`src/rtl/timekeeper_pkg.sv`:
```
// Shared types, limits and arithmetic helpers for the multi-alarm timekeeper.
// TIMEKEEPER_SNOOZE_EN adds the SNOOZED alarm state.
package timekeeper_pkg;

    typedef enum logic [1:0] {
        AL_OFF     = 2'd0,
        AL_ARMED   = 2'd1,
`ifdef TIMEKEEPER_SNOOZE_EN
        AL_SNOOZED = 2'd3,
`endif
        AL_RINGING = 2'd2
    } alarm_state_t;

    localparam int SEC_MAX  = 59;
    localparam int MIN_MAX  = 59;
    localparam int SNOOZE_S = 300;

    // Modular add of 0..2; the sum is always below twice the modulus.
    function automatic logic [6:0] wrap_add(input logic [6:0] val,
                                            input logic [1:0] inc,
                                            input logic [6:0] modulus);
        logic [6:0] sum_s;
        sum_s = val + {5'd0, inc};
        if (sum_s >= modulus) begin
            wrap_add = sum_s - modulus;
        end else begin
            wrap_add = sum_s;
        end
    endfunction

    function automatic logic [6:0] hour_modulus(input int mode_24h);
        hour_modulus = (mode_24h != 0) ? 7'd24 : 7'd12;
    endfunction

endpackage

```
`src/rtl/alarm_channel.sv`:
```
// One alarm channel: alarm time, OFF/ARMED/RINGING state machine and tick counter.
// TIMEKEEPER_SNOOZE_EN adds the snooze input and the SNOOZED state.
module alarm_channel
    import timekeeper_pkg::*;
#(
    parameter int MODE_24H       = 0,
    parameter int RING_TIMEOUT_S = 60
) (
    input  logic       video_clk,
    input  logic       reset,
    input  logic       sec_tick,
    input  logic       sel,
    input  logic       al_inc_min,
    input  logic       al_inc_hr,
    input  logic       al_toggle,
    input  logic       dismiss,
`ifdef TIMEKEEPER_SNOOZE_EN
    input  logic       snooze,
`endif
    input  logic [4:0] next_hours,
    input  logic [5:0] next_minutes,
    input  logic [5:0] next_seconds,
    output logic       al_enabled,
    output logic       al_ringing
);

    localparam logic [6:0] HR_MOD = hour_modulus(MODE_24H);

    alarm_state_t state_r;
    alarm_state_t state_next_s;
    logic [4:0]   al_hr_r;
    logic [5:0]   al_min_r;
    logic [15:0]  cnt_r;
    logic         enabled_r;
    logic         ringing_r;
    logic         enabled_next_s;
    logic         ringing_next_s;
    logic         toggle_s;
    logic         match_s;
    logic         timeout_s;

    // Only a tick-driven arrival at hh:mm:00 counts as an alarm match.
    assign toggle_s  = sel && al_toggle;
    assign match_s   = sec_tick && (next_seconds == 6'd0) &&
                       (next_minutes == al_min_r) && (next_hours == al_hr_r);
    assign timeout_s = sec_tick && (cnt_r == 16'(RING_TIMEOUT_S - 1));

    // State register with registered flag outputs.
    always_ff @(posedge video_clk or posedge reset) begin
        if (reset) begin
            state_r   <= AL_OFF;
            enabled_r <= 1'b0;
            ringing_r <= 1'b0;
        end else begin
            state_r   <= state_next_s;
            enabled_r <= enabled_next_s;
            ringing_r <= ringing_next_s;
        end
    end

    // Next state: toggle outranks dismiss, snooze, timeout and match.
    always_comb begin
        state_next_s = state_r;
        if (toggle_s) begin
            state_next_s = (state_r == AL_OFF) ? AL_ARMED : AL_OFF;
        end else begin
            case (state_r)
                AL_OFF:   state_next_s = AL_OFF;
                AL_ARMED: state_next_s = match_s ? AL_RINGING : AL_ARMED;
                AL_RINGING: begin
                    if (dismiss) begin
                        state_next_s = AL_ARMED;
`ifdef TIMEKEEPER_SNOOZE_EN
                    end else if (snooze) begin
                        state_next_s = AL_SNOOZED;
`endif
                    end else if (timeout_s) begin
                        state_next_s = AL_ARMED;
                    end else begin
                        state_next_s = AL_RINGING;
                    end
                end
`ifdef TIMEKEEPER_SNOOZE_EN
                AL_SNOOZED: begin
                    if (dismiss) begin
                        state_next_s = AL_ARMED;
                    end else if (sec_tick && (cnt_r == 16'(SNOOZE_S - 1))) begin
                        state_next_s = AL_RINGING;
                    end else begin
                        state_next_s = AL_SNOOZED;
                    end
                end
`endif
                default:  state_next_s = AL_OFF;
            endcase
        end
    end

    // Output decode from the next state so the flags come straight off flops.
    always_comb begin
        enabled_next_s = (state_next_s != AL_OFF);
        ringing_next_s = (state_next_s == AL_RINGING);
    end

    // Seconds spent in the current ringing (or snoozed) stay; cleared on every transition.
    always_ff @(posedge video_clk or posedge reset) begin
        if (reset) begin
            cnt_r <= 16'd0;
        end else if (state_next_s != state_r) begin
            cnt_r <= 16'd0;
`ifdef TIMEKEEPER_SNOOZE_EN
        end else if (sec_tick && ((state_r == AL_RINGING) || (state_r == AL_SNOOZED))) begin
`else
        end else if (sec_tick && (state_r == AL_RINGING)) begin
`endif
            cnt_r <= cnt_r + 16'd1;
        end else begin
            cnt_r <= cnt_r;
        end
    end

    // Alarm time adjust; minutes never carry into hours.
    always_ff @(posedge video_clk or posedge reset) begin
        if (reset) begin
            al_hr_r  <= 5'd0;
            al_min_r <= 6'd0;
        end else begin
            if (sel && al_inc_min) begin
                al_min_r <= 6'(wrap_add({1'b0, al_min_r}, 2'd1, 7'(MIN_MAX + 1)));
            end
            if (sel && al_inc_hr) begin
                al_hr_r <= 5'(wrap_add({2'b00, al_hr_r}, 2'd1, HR_MOD));
            end
        end
    end

    assign al_enabled = enabled_r;
    assign al_ringing = ringing_r;

endmodule

```
`src/rtl/multi_alarm_timekeeper.sv`:
```
// Time-of-day counter with NUM_ALARMS alarm channels and a gated buzzer.
// Define TIMEKEEPER_SNOOZE_EN to add the snooze input and SNOOZED alarm state.
module multi_alarm_timekeeper
    import timekeeper_pkg::*;
#(
    parameter int CLK_HZ         = 31_500_000,
    parameter int NUM_ALARMS     = 2,
    parameter int MODE_24H       = 0,
    parameter int BUZZ_HALF      = 5000,
    parameter int RING_TIMEOUT_S = 60
) (
    input  logic                  video_clk,
    input  logic                  reset,
    input  logic                  inc_sec,
    input  logic                  inc_min,
    input  logic                  inc_hr,
    input  logic [2:0]            al_sel,
    input  logic                  al_inc_min,
    input  logic                  al_inc_hr,
    input  logic                  al_toggle,
    input  logic                  dismiss,
`ifdef TIMEKEEPER_SNOOZE_EN
    input  logic                  snooze,
`endif
    output logic [5:0]            seconds,
    output logic [5:0]            minutes,
    output logic [4:0]            hours,
    output logic [NUM_ALARMS-1:0] al_enabled,
    output logic [NUM_ALARMS-1:0] al_ringing,
    output logic                  sec_tick,
    output logic                  half_sec,
    output logic                  buzzer_out
);

    localparam int         PS_W   = (CLK_HZ > 1) ? $clog2(CLK_HZ) : 1;
    localparam int         BZ_W   = (BUZZ_HALF > 1) ? $clog2(BUZZ_HALF) : 1;
    localparam logic [6:0] HR_MOD = hour_modulus(MODE_24H);

    logic [PS_W-1:0] prescale_r;
    logic [PS_W-1:0] prescale_next_s;
    logic            sec_tick_r;
    logic            half_sec_r;
    logic [5:0]      sec_r;
    logic [5:0]      min_r;
    logic [4:0]      hr_r;
    logic [5:0]      sec_next_s;
    logic [5:0]      min_next_s;
    logic [4:0]      hr_next_s;
    logic            carry_min_s;
    logic            carry_hr_s;
    logic [BZ_W-1:0] buzz_cnt_r;
    logic            buzzer_r;
    logic            buzz_active_s;

    always_comb begin
        if (prescale_r == PS_W'(CLK_HZ - 1)) begin
            prescale_next_s = {PS_W{1'b0}};
        end else begin
            prescale_next_s = prescale_r + PS_W'(1);
        end
    end

    // sec_tick and half_sec are registered from the next prescaler value so they
    // line up exactly with the prescaler count they describe.
    always_ff @(posedge video_clk or posedge reset) begin
        if (reset) begin
            prescale_r <= {PS_W{1'b0}};
            sec_tick_r <= 1'b0;
            half_sec_r <= 1'b0;
        end else begin
            prescale_r <= prescale_next_s;
            sec_tick_r <= (prescale_next_s == PS_W'(CLK_HZ - 1));
            half_sec_r <= (prescale_next_s >= PS_W'(CLK_HZ / 2));
        end
    end

    // Ticks ripple carries upward in one cycle; adjust pulses never carry.
    always_comb begin
        carry_min_s = sec_tick_r && (sec_r == 6'(SEC_MAX));
        carry_hr_s  = carry_min_s && (min_r == 6'(MIN_MAX));
        sec_next_s  = 6'(wrap_add({1'b0, sec_r}, {1'b0, sec_tick_r} + {1'b0, inc_sec}, 7'(SEC_MAX + 1)));
        min_next_s  = 6'(wrap_add({1'b0, min_r}, {1'b0, carry_min_s} + {1'b0, inc_min}, 7'(MIN_MAX + 1)));
        hr_next_s   = 5'(wrap_add({2'b00, hr_r}, {1'b0, carry_hr_s} + {1'b0, inc_hr}, HR_MOD));
    end

    always_ff @(posedge video_clk or posedge reset) begin
        if (reset) begin
            sec_r <= 6'd0;
            min_r <= 6'd0;
            hr_r  <= 5'd0;
        end else begin
            sec_r <= sec_next_s;
            min_r <= min_next_s;
            hr_r  <= hr_next_s;
        end
    end

    for (genvar i = 0; i < NUM_ALARMS; i++) begin : g_chan
        alarm_channel #(
            .MODE_24H       (MODE_24H),
            .RING_TIMEOUT_S (RING_TIMEOUT_S)
        ) u_chan (
            .video_clk    (video_clk),
            .reset        (reset),
            .sec_tick     (sec_tick_r),
            .sel          (al_sel == 3'(i)),
            .al_inc_min   (al_inc_min),
            .al_inc_hr    (al_inc_hr),
            .al_toggle    (al_toggle),
            .dismiss      (dismiss),
`ifdef TIMEKEEPER_SNOOZE_EN
            .snooze       (snooze),
`endif
            .next_hours   (hr_next_s),
            .next_minutes (min_next_s),
            .next_seconds (sec_next_s),
            .al_enabled   (al_enabled[i]),
            .al_ringing   (al_ringing[i])
        );
    end

    assign buzz_active_s = (|al_ringing) && half_sec_r;

    // Buzzer runs only in the high half-second while something rings.
    always_ff @(posedge video_clk or posedge reset) begin
        if (reset) begin
            buzz_cnt_r <= {BZ_W{1'b0}};
            buzzer_r   <= 1'b0;
        end else if (!buzz_active_s) begin
            buzz_cnt_r <= {BZ_W{1'b0}};
            buzzer_r   <= 1'b0;
        end else if (buzz_cnt_r == BZ_W'(BUZZ_HALF - 1)) begin
            buzz_cnt_r <= {BZ_W{1'b0}};
            buzzer_r   <= ~buzzer_r;
        end else begin
            buzz_cnt_r <= buzz_cnt_r + BZ_W'(1);
            buzzer_r   <= buzzer_r;
        end
    end

    assign seconds    = sec_r;
    assign minutes    = min_r;
    assign hours      = hr_r;
    assign sec_tick   = sec_tick_r;
    assign half_sec   = half_sec_r;
    assign buzzer_out = buzzer_r;

endmodule

```
`config.mk`:
```
export PLATFORM = sky130hd
export DESIGN_NAME = multi_alarm_timekeeper
export DESIGN_NICKNAME = d
export VERILOG_FILES = /design/src/rtl/timekeeper_pkg.sv /design/src/rtl/alarm_channel.sv /design/src/rtl/multi_alarm_timekeeper.sv
export SDC_FILE = /design/constraint.sdc
export NUM_CORES = 1
export LEC_CHECK = 0
export CAP_MARGIN = 20
export CORE_ASPECT_RATIO = 1.1
export CORE_UTILIZATION = 55
export CTS_CLUSTER_DIAMETER = 200
export DETAILED_ROUTE_END_ITERATION = 7
export PLACE_DENSITY = 0.86
export SLEW_MARGIN = 20
export SYNTH_ARGS = -nofsm -noshare
export SYNTH_HDL_FRONTEND = slang
export SYNTH_SLANG_ARGS = --single-unit
```
`constraint.sdc`:
```
create_clock -name video_clk -period 4.6 [get_ports video_clk]
set_input_delay 0.92 -clock video_clk [delete_from_list [all_inputs] [get_ports video_clk]]
set_output_delay 0.92 -clock video_clk [all_outputs]
set_load 0.03 [all_outputs]
```
==> flow_summary.ini, run 1 <==
[critical_path]
r2r_cells = 18
cp_max_fo = 8
end_kind = register
cp.arrival_ps = 5040
crit_slowest_cell = or4_4
critPathKind = reg -> reg
path_cells = inv_2, or4_4, or4_4, fa_2, nor2b_2, nand2_2, xnor2_2, ha_2, a311oi_2, a31oi_4, xor2_2, xnor2_1, nand4_1, nor3_2, a31oi_4, mux2i_4, clkbuf_16, nor4b_1
cpLargestDelayFamily = simple AND/OR/NAND/NOR gates
worstSetupStartpoint = seconds[0]
startpoint_type = register
cp.required_ps = 4910
crit_path_max_incr_delay_ps = 550
r2r_setup_slack_ps = -130
reg2reg_from = seconds[0]
critPathBufInv = 2
timing.rr.end = g_chan[1].u_chan.cnt_r[13]

[synth]
seq_area_frac_synth_pct = 39.5
synth_edf_count = 0
synth.distinct_cells = 77
synthCells = 810
synth_xor_area_share_pct = 14.9
synthFlopType = dfrtp_1
syn-cell-area_mm2 = 0.00760
synthMuxAreaShare_pct = 1.76
synth_fa_ha_area_share_pct = 4.74
synth-compound-area-share_pct = 9.07
syn_avg_cell_area_um2 = 9.39
synth_top_family_by_area = simple AND/OR/NAND/NOR gates
synth-simple-area-share_pct = 26.0
postSynthNetCount = 849
synth-seq-cells = 120
yosys_warnings = 0
async_flop_share_pct = 100

[route]
drt_iter0_drc = 436
wl_per_cell_um = 16.9
vias = 6368
drt-vias-per-instance = 5.90
wl_um = 18200
ant_nets = 0
drcViolationCount = 0
first_pass_iters = 5

[power]
irDropWorstVdd_uv = 283
p_seq_share_pct = 29.9
p_leak_nw = 3.96
pwr-share-comb_pct = 41.2
clockPowerShare_pct = 29.0
power.total_mw = 4.71
p_sw_share_pct = 36.2
p_per_area_mw_per_mm2 = 505
power_switching_mw = 1.70
internal-power_mw = 3.00

[timing]
period_minus_slack_ps = 4730
min_period_over_period_pct = 103
setup_viol = 12
worst_pin_slew_ps = 978
hold_violations = 0
whs_ps = 459
fin_skew_ps = 10.6
rsz0062_at_grt = yes
setup_slack_ps = -134
slew_viol_final = 0
fmax_mhz = 211
setup_tns_ps = -793
relSlewSlack_pct = 34.8

[die]
row_count = 44
start_util_pct = 57.1
fp.dieW_um = 114
io_pins = 36
die_h_um = 125
design.die.area_mm2 = 0.0143
core_region_area_mm2 = 0.0133

[clocking]
cts_tree = done
numCtsBuffers = 17
clkTransAtPathRegs_ps = 60
cts_buffer_depth = 2
hold_buffers = 0
cts.sinks = 120
htreeDepth = 4
root_buffer = clkbuf_16
clk_latency_ps = 430

[worst_hold_path]
hold_path.class = reg -> reg
worstHoldPathCells = 1
worstHoldStart = buzz_cnt_r[0]
min_to = buzz_cnt_r[0]

[finish]
fin_nets = 921
layout-drive-gt1-share_pct = 17.2
diodes = 0
final_cells = 1079
post-route-util_pct = 69.9
layout_common_cells = 115 x dfrtp_1, 77 x nor2_1, 65 x nand2_1
area_growth_pct = 22.5
final_common_cell = dfrtp_1

[status]
violations = negative setup slack
status = finished, violations left

[placed_design]
io_buffers = 35
dpl.hpwl_um = 11500
finalWeightedCongestion = 0.883
dp_cells = 1040

[grt]
first_global_vias = 6085
grt_usage_pct = 25.0
antenna_found_initial = 0
grt_first_pass_wirelength_um = 28400
grt_max_degree = 79
grt_overflow = 0

[flow_run]
cap_violations = 0
-- state kept, by name, summed over array words and instances, names as in the netlist --
| name | count |
|---|---|
| g_chan.u_chan.state_r | 4 |
| sec_tick | 1 |
| g_chan.u_chan.al_hr_r | 10 |
| half_sec | 1 |
| g_chan.u_chan.cnt_r | 32 |
| minutes | 6 |
| seconds | 6 |
| g_chan.u_chan.al_min_r | 12 |
| g_chan.u_chan.al_enabled | 2 |
| g_chan.u_chan.al_ringing | 2 |
| hours | 5 |
| buzzer_out | 1 |
| prescale_r | 25 |
| buzz_cnt_r | 13 |
-- metrics by stage --
step	area, um2	setup WS (ps)
floorplan	7660	36.2
global placement	8380	-127
detailed placement	8380	-273
CTS	9020	3.28
global route	9320	-276
finish	9320	-134
-- kinds of logic after synthesis --
logic type	after synthesis
AND/OR/NAND/NOR	360
XOR/XNOR	129
flip-flops	120
AO/OA/AOI/OAI	96
adder cells (fa/ha/maj)	27
multiplexers	12
buffers and inverters	66
-- cell usage after synthesis (3+ instances only) --
master    instances  area share (%)
a21oi_1          17             1.1
a22o_1            5            0.58
a22oi_1           3            0.30
a31oi_1           6            0.49
a32o_1            3            0.40
and2_1            8            0.66
and3_1           17             1.4
and4_1            3            0.35
buf_1             3            0.15
buf_2             6            0.40
buf_4             5            0.49
buf_6             3            0.44
clkbuf_1         15            0.74
dfrtp_1         120              39
fa_1              3            0.79
ha_1             24             3.9
inv_1            33             1.6
mux2_2            7             1.0
mux2i_1           4            0.53
nand2_1          66             3.3
nand2b_1          8            0.66
nand3_1          52             3.4
nand3b_1         10            0.99
nand4_1          14             1.2
nand4b_1          3            0.35
nor2_1           77             3.8
nor2b_1          10            0.82
nor3_1           23             1.5
nor3_2            9             1.2
nor3b_1           7            0.69
nor4_1           12            0.99
nor4b_1          18             2.1
o21ai_0          19             1.3
o221ai_1          3            0.35
o22ai_1           6            0.49
o31ai_1           5            0.49
or2_2             3            0.25
or3_1             5            0.41
or4_1             3            0.30
xnor2_1          64             7.4
xor2_1           65             7.5
-- power by group through the flow --
stage          Combinational (mW)  Sequential [mW]  Clock (mW)
5_1_grt                      2.09             1.42        1.42
3_5_place_dp                 1.79             1.41           0
4_1_cts                      1.82             1.39        1.37
6_report                     1.94             1.41        1.36
3_3_place_gp                 1.75             1.40           0
2_1_floorplan                1.12             1.47           0
-- worst register-to-register path: cells and delay by family, from the launching register on --
kind	cells	cell delay (ps)
compound gates	3	510
xor+xnor	3	510
fa+ha+maj	2	620
buf+inv	2	250
flops	1	380
mux	1	260
simple gates	7	2080
-- worst max-delay path by stage --
stage	cells after the start	slack (ps)	endpoint
3_3_place_gp	14	-130	g_chan[1].u_chan.cnt_r[0]
2_1_floorplan	19	40	g_chan[1].u_chan.cnt_r[0]
6_report	18	-130	g_chan[1].u_chan.cnt_r[13]
4_1_cts	17	3	g_chan[0].u_chan.cnt_r[15]
3_5_place_dp	14	-270	g_chan[1].u_chan.cnt_r[6]
5_1_grt	18	-280	g_chan[1].u_chan.cnt_r[13]
-- layer usage --
| metal | up-vias | share of wire, % | track usage [%] |
|---|---|---|---|
| met2 | 213 | 50 | 41.4 |
| met3 | 49 | 4.9 | 6.59 |
| met1 | 3112 | 42 | 31.3 |
| met5 | - | 0 | 0 |
| met4 | 0 | 2.8 | 9.09 |
| li1 | 2994 | - | - |
-- what timing repair did --
| action | in CTS | in global routing |
|---|---|---|
| pin swaps | 0 | 12 |
| endpoints found under the setup margin | 29 | 38 |
| cloned | 1 | 1 |
| setup buffers | 0 | 5 |
| resized for setup | 5 | 36 |
-- area by class of cell --
class,count,area (um2)
multi-input cells,625,4580
fillers,925,4010
clock buffers,24,482
repair buffers,85,768
clock inverters,8,119
well taps,184,230
inverters,33,126
flip-flops and latches,120,3010
No activity file was read; power rests on OpenSTA's default activity.
==> run 2, diff against run 1 <==
--- a/config.mk
+++ b/config.mk
@@ -7,10 +7,11 @@
 export LEC_CHECK = 0
 export CAP_MARGIN = 20
 export CORE_ASPECT_RATIO = 1.1
-export CORE_UTILIZATION = 55
+export CORE_UTILIZATION = 61
 export CTS_CLUSTER_DIAMETER = 200
+export CTS_CLUSTER_SIZE = 12
 export DETAILED_ROUTE_END_ITERATION = 7
-export PLACE_DENSITY = 0.86
+export PLACE_DENSITY = 0.89
 export SLEW_MARGIN = 20
 export SYNTH_ARGS = -nofsm -noshare
 export SYNTH_HDL_FRONTEND = slang
==> constraint.sdc (replaced) <==
create_clock -name video_clk -period 5.8 [get_ports video_clk]
set_input_delay 1.16 -clock video_clk [delete_from_list [all_inputs] [get_ports video_clk]]
set_output_delay 1.16 -clock video_clk [all_outputs]
set_load 0.03 [all_outputs]
==> run 2 against run 1 <==
  * The flow now finishes without violations
  * Combinational power down 38%
  * Register-to-register slack gained 570 ps
  * Hold slack got worse by 1.1 ps
  * Count of clock-buffer cells in the layout decreased by 4
  * Highest routed layer unchanged
==> flow_summary.ini, run 2 (synthesized netlist as in run 1, its figures left out) <==
[finish]
largestRegisters = g_chan.u_chan.cnt_r: 32 flops, prescale_r: 25 flops, buzz_cnt_r: 13 flops
largest_reg_flops = 32
area_growth_pct = 13.1
diodes = 0
layout_common_cells = 120 x dfrtp_1, 77 x nor2_1, 66 x nand2_1
design_area_mm2 = 0.00860
register_area_mm2 = 0.00300
top_register = g_chan.u_chan.cnt_r
fin_nets = 876
n_fill_cell = 862
multi_input_area_mm2 = 0.00430
final_common_cell = dfrtp_1
layout-drive-gt1-share_pct = 8.71

[worst_hold_path]
worstHoldStart = buzz_cnt_r[0]
hold_path.class = reg -> reg

[power]
p_leak_nw = 3.65
irDropWorstVdd_uv = 344
p_per_area_mw_per_mm2 = 397

[critical_path]
cp.required_ps = 6080
path_cells = nand3_1, or4_1, or4_1, fa_1, inv_1, ha_1, xor2_1, ha_1, nor2b_1, a31oi_1, xor2_1, xnor2_1, nand4_1, nor4b_1, and4_1, nor4b_1
critPathKind = reg -> reg
worstSetupStartpoint = seconds[4]
startpoint_type = register
end_kind = register
cp.arrival_ps = 5640
crit_slowest_cell = and4_1
cp_max_fo = 16
reg2reg_from = seconds[4]
crit_path_max_incr_delay_ps = 630

[clocking]
post-cts-setup-buffer-count = 0
numCtsBuffers = 17
cts.repair.resized = 0
cts_buffer_depth = 2
cts_tree = done
clkTransAtPathRegs_ps = 60
htreeDepth = 4
root_buffer = clkbuf_16
hold_buffers = 0
clk_latency_ps = 430
cts.sinks = 120

[placed_design]
finalWeightedCongestion = 0.884
io_buffers = 35
dpl.hpwl_um = 11300
dpl_cell_area_mm2 = 0.00800

[timing]
worst_pin_slew_ps = 915
period_minus_slack_ps = 5360
fin_skew_ps = 7.71
min_period_over_period_pct = 92.4
setup_viol = 0
setup_tns_ps = 0
hold_violations = 0
slew_viol_final = 0
relSlewSlack_pct = 39.0
rsz0062_at_grt = no
fmax_mhz = 187

[die]
core_region_area_mm2 = 0.0121
fp.dieW_um = 108
die_h_um = 119
row_count = 42
design.die.area_mm2 = 0.0129
start_util_pct = 62.9
io_pins = 36

[grt]
grt_usage_pct = 28.0
grt_overflow = 0
grt_max_degree = 72
antenna_found_initial = 0
grt_first_pass_wirelength_um = 28300
first_global_vias = 6109

[route]
first_pass_iters = 5
wl_per_cell_um = 16.5
drt-vias-per-instance = 6.10
drcViolationCount = 0
wl_um = 16500
drt_iter0_drc = 460
ant_nets = 0
vias = 6121

[status]
status = finished clean

[flow_run]
cap_violations = 0
[run 2: changes by cell type in the layout (fill, tap and decap cells not counted), sizes merged]
| cell | delta |
|---|---|
| clkbuf | -5 |
| clkinvlp | +5 |
| buf | -43 |
| mux2 | -1 |
| bufinv | -1 |
[run 2: area by class of cell]
| cell class | count | share of cell area [%] |
|---|---|---|
| multi-input cells | 624 | 50.0 |
| flip-flops and latches | 120 | 34.9 |
| clock buffers | 20 | 5.31 |
| repair buffers | 41 | 4.60 |
| well taps | 154 | 2.24 |
| clock inverters | 12 | 1.47 |
| inverters | 33 | 1.47 |
[run 2: path summary, 6_finish.rpt]
path | slack, ps | depth (start not counted) | endpoint
worst max-delay path | 440 | 16 | g_chan[1].u_chan.cnt_r[9]
worst min-delay path | 460 | 1 | buzz_cnt_r[0]
worst max register to register | 440 | 16 | g_chan[1].u_chan.cnt_r[9]
worst min register to register | 460 | 1 | buzz_cnt_r[0]
max in group asynchronous | 3330 | 3 | buzz_cnt_r[4]
min in group asynchronous | 1250 | 2 | g_chan[1].u_chan.al_min_r[3]
[run 2: report_power, final]
group	switching [mW]	total, mW	leakage, nW	internal [mW]
Combinational	0.678	1.21	1.78	0.528
Clock	0.390	1.04	0.274	0.650
Sequential	0.218	1.17	1.60	0.949
[run 2: metal layers]
layer  global-route usage [%]  part of all wire [%]  vias up
li1                         -                     -     2897
met1                     34.0                    42     2999
met2                     46.6                    50      189
met3                     6.19                   4.9       36
met4                     13.7                   2.8        0
met5                        0                     0        -
[run 2: critical path: cells and delay by family (launching register included)]
| kind | cells | cell delay (ps) |
|---|---|---|
| AOI/OAI and AO/OA | 1 | 250 |
| xor gates and xnor gates | 3 | 810 |
| adders and majority gates | 3 | 860 |
| buffers and inverters | 1 | 80 |
| DFF | 1 | 570 |
| and+or+nand+nor | 8 | 2620 |
[run 2: metrics by stage]
| stage | power, mW | hold slack, ps | util (%) | std cells | setup WS, ps |
|---|---|---|---|---|---|
| after global placement | 2.29 | 451 | 66.2 | 972 | 617 |
| after global routing | 3.59 | 480 | 71.1 | 1004 | 29.5 |
| after floorplan | 2.04 | 433 | - | 810 | 857 |
| after CTS | 3.41 | 460 | 71.0 | 1004 | 477 |
| final | 3.41 | 458 | 71.1 | 1004 | 440 |
| after detailed placement | 2.34 | 453 | 66.2 | 972 | 453 |
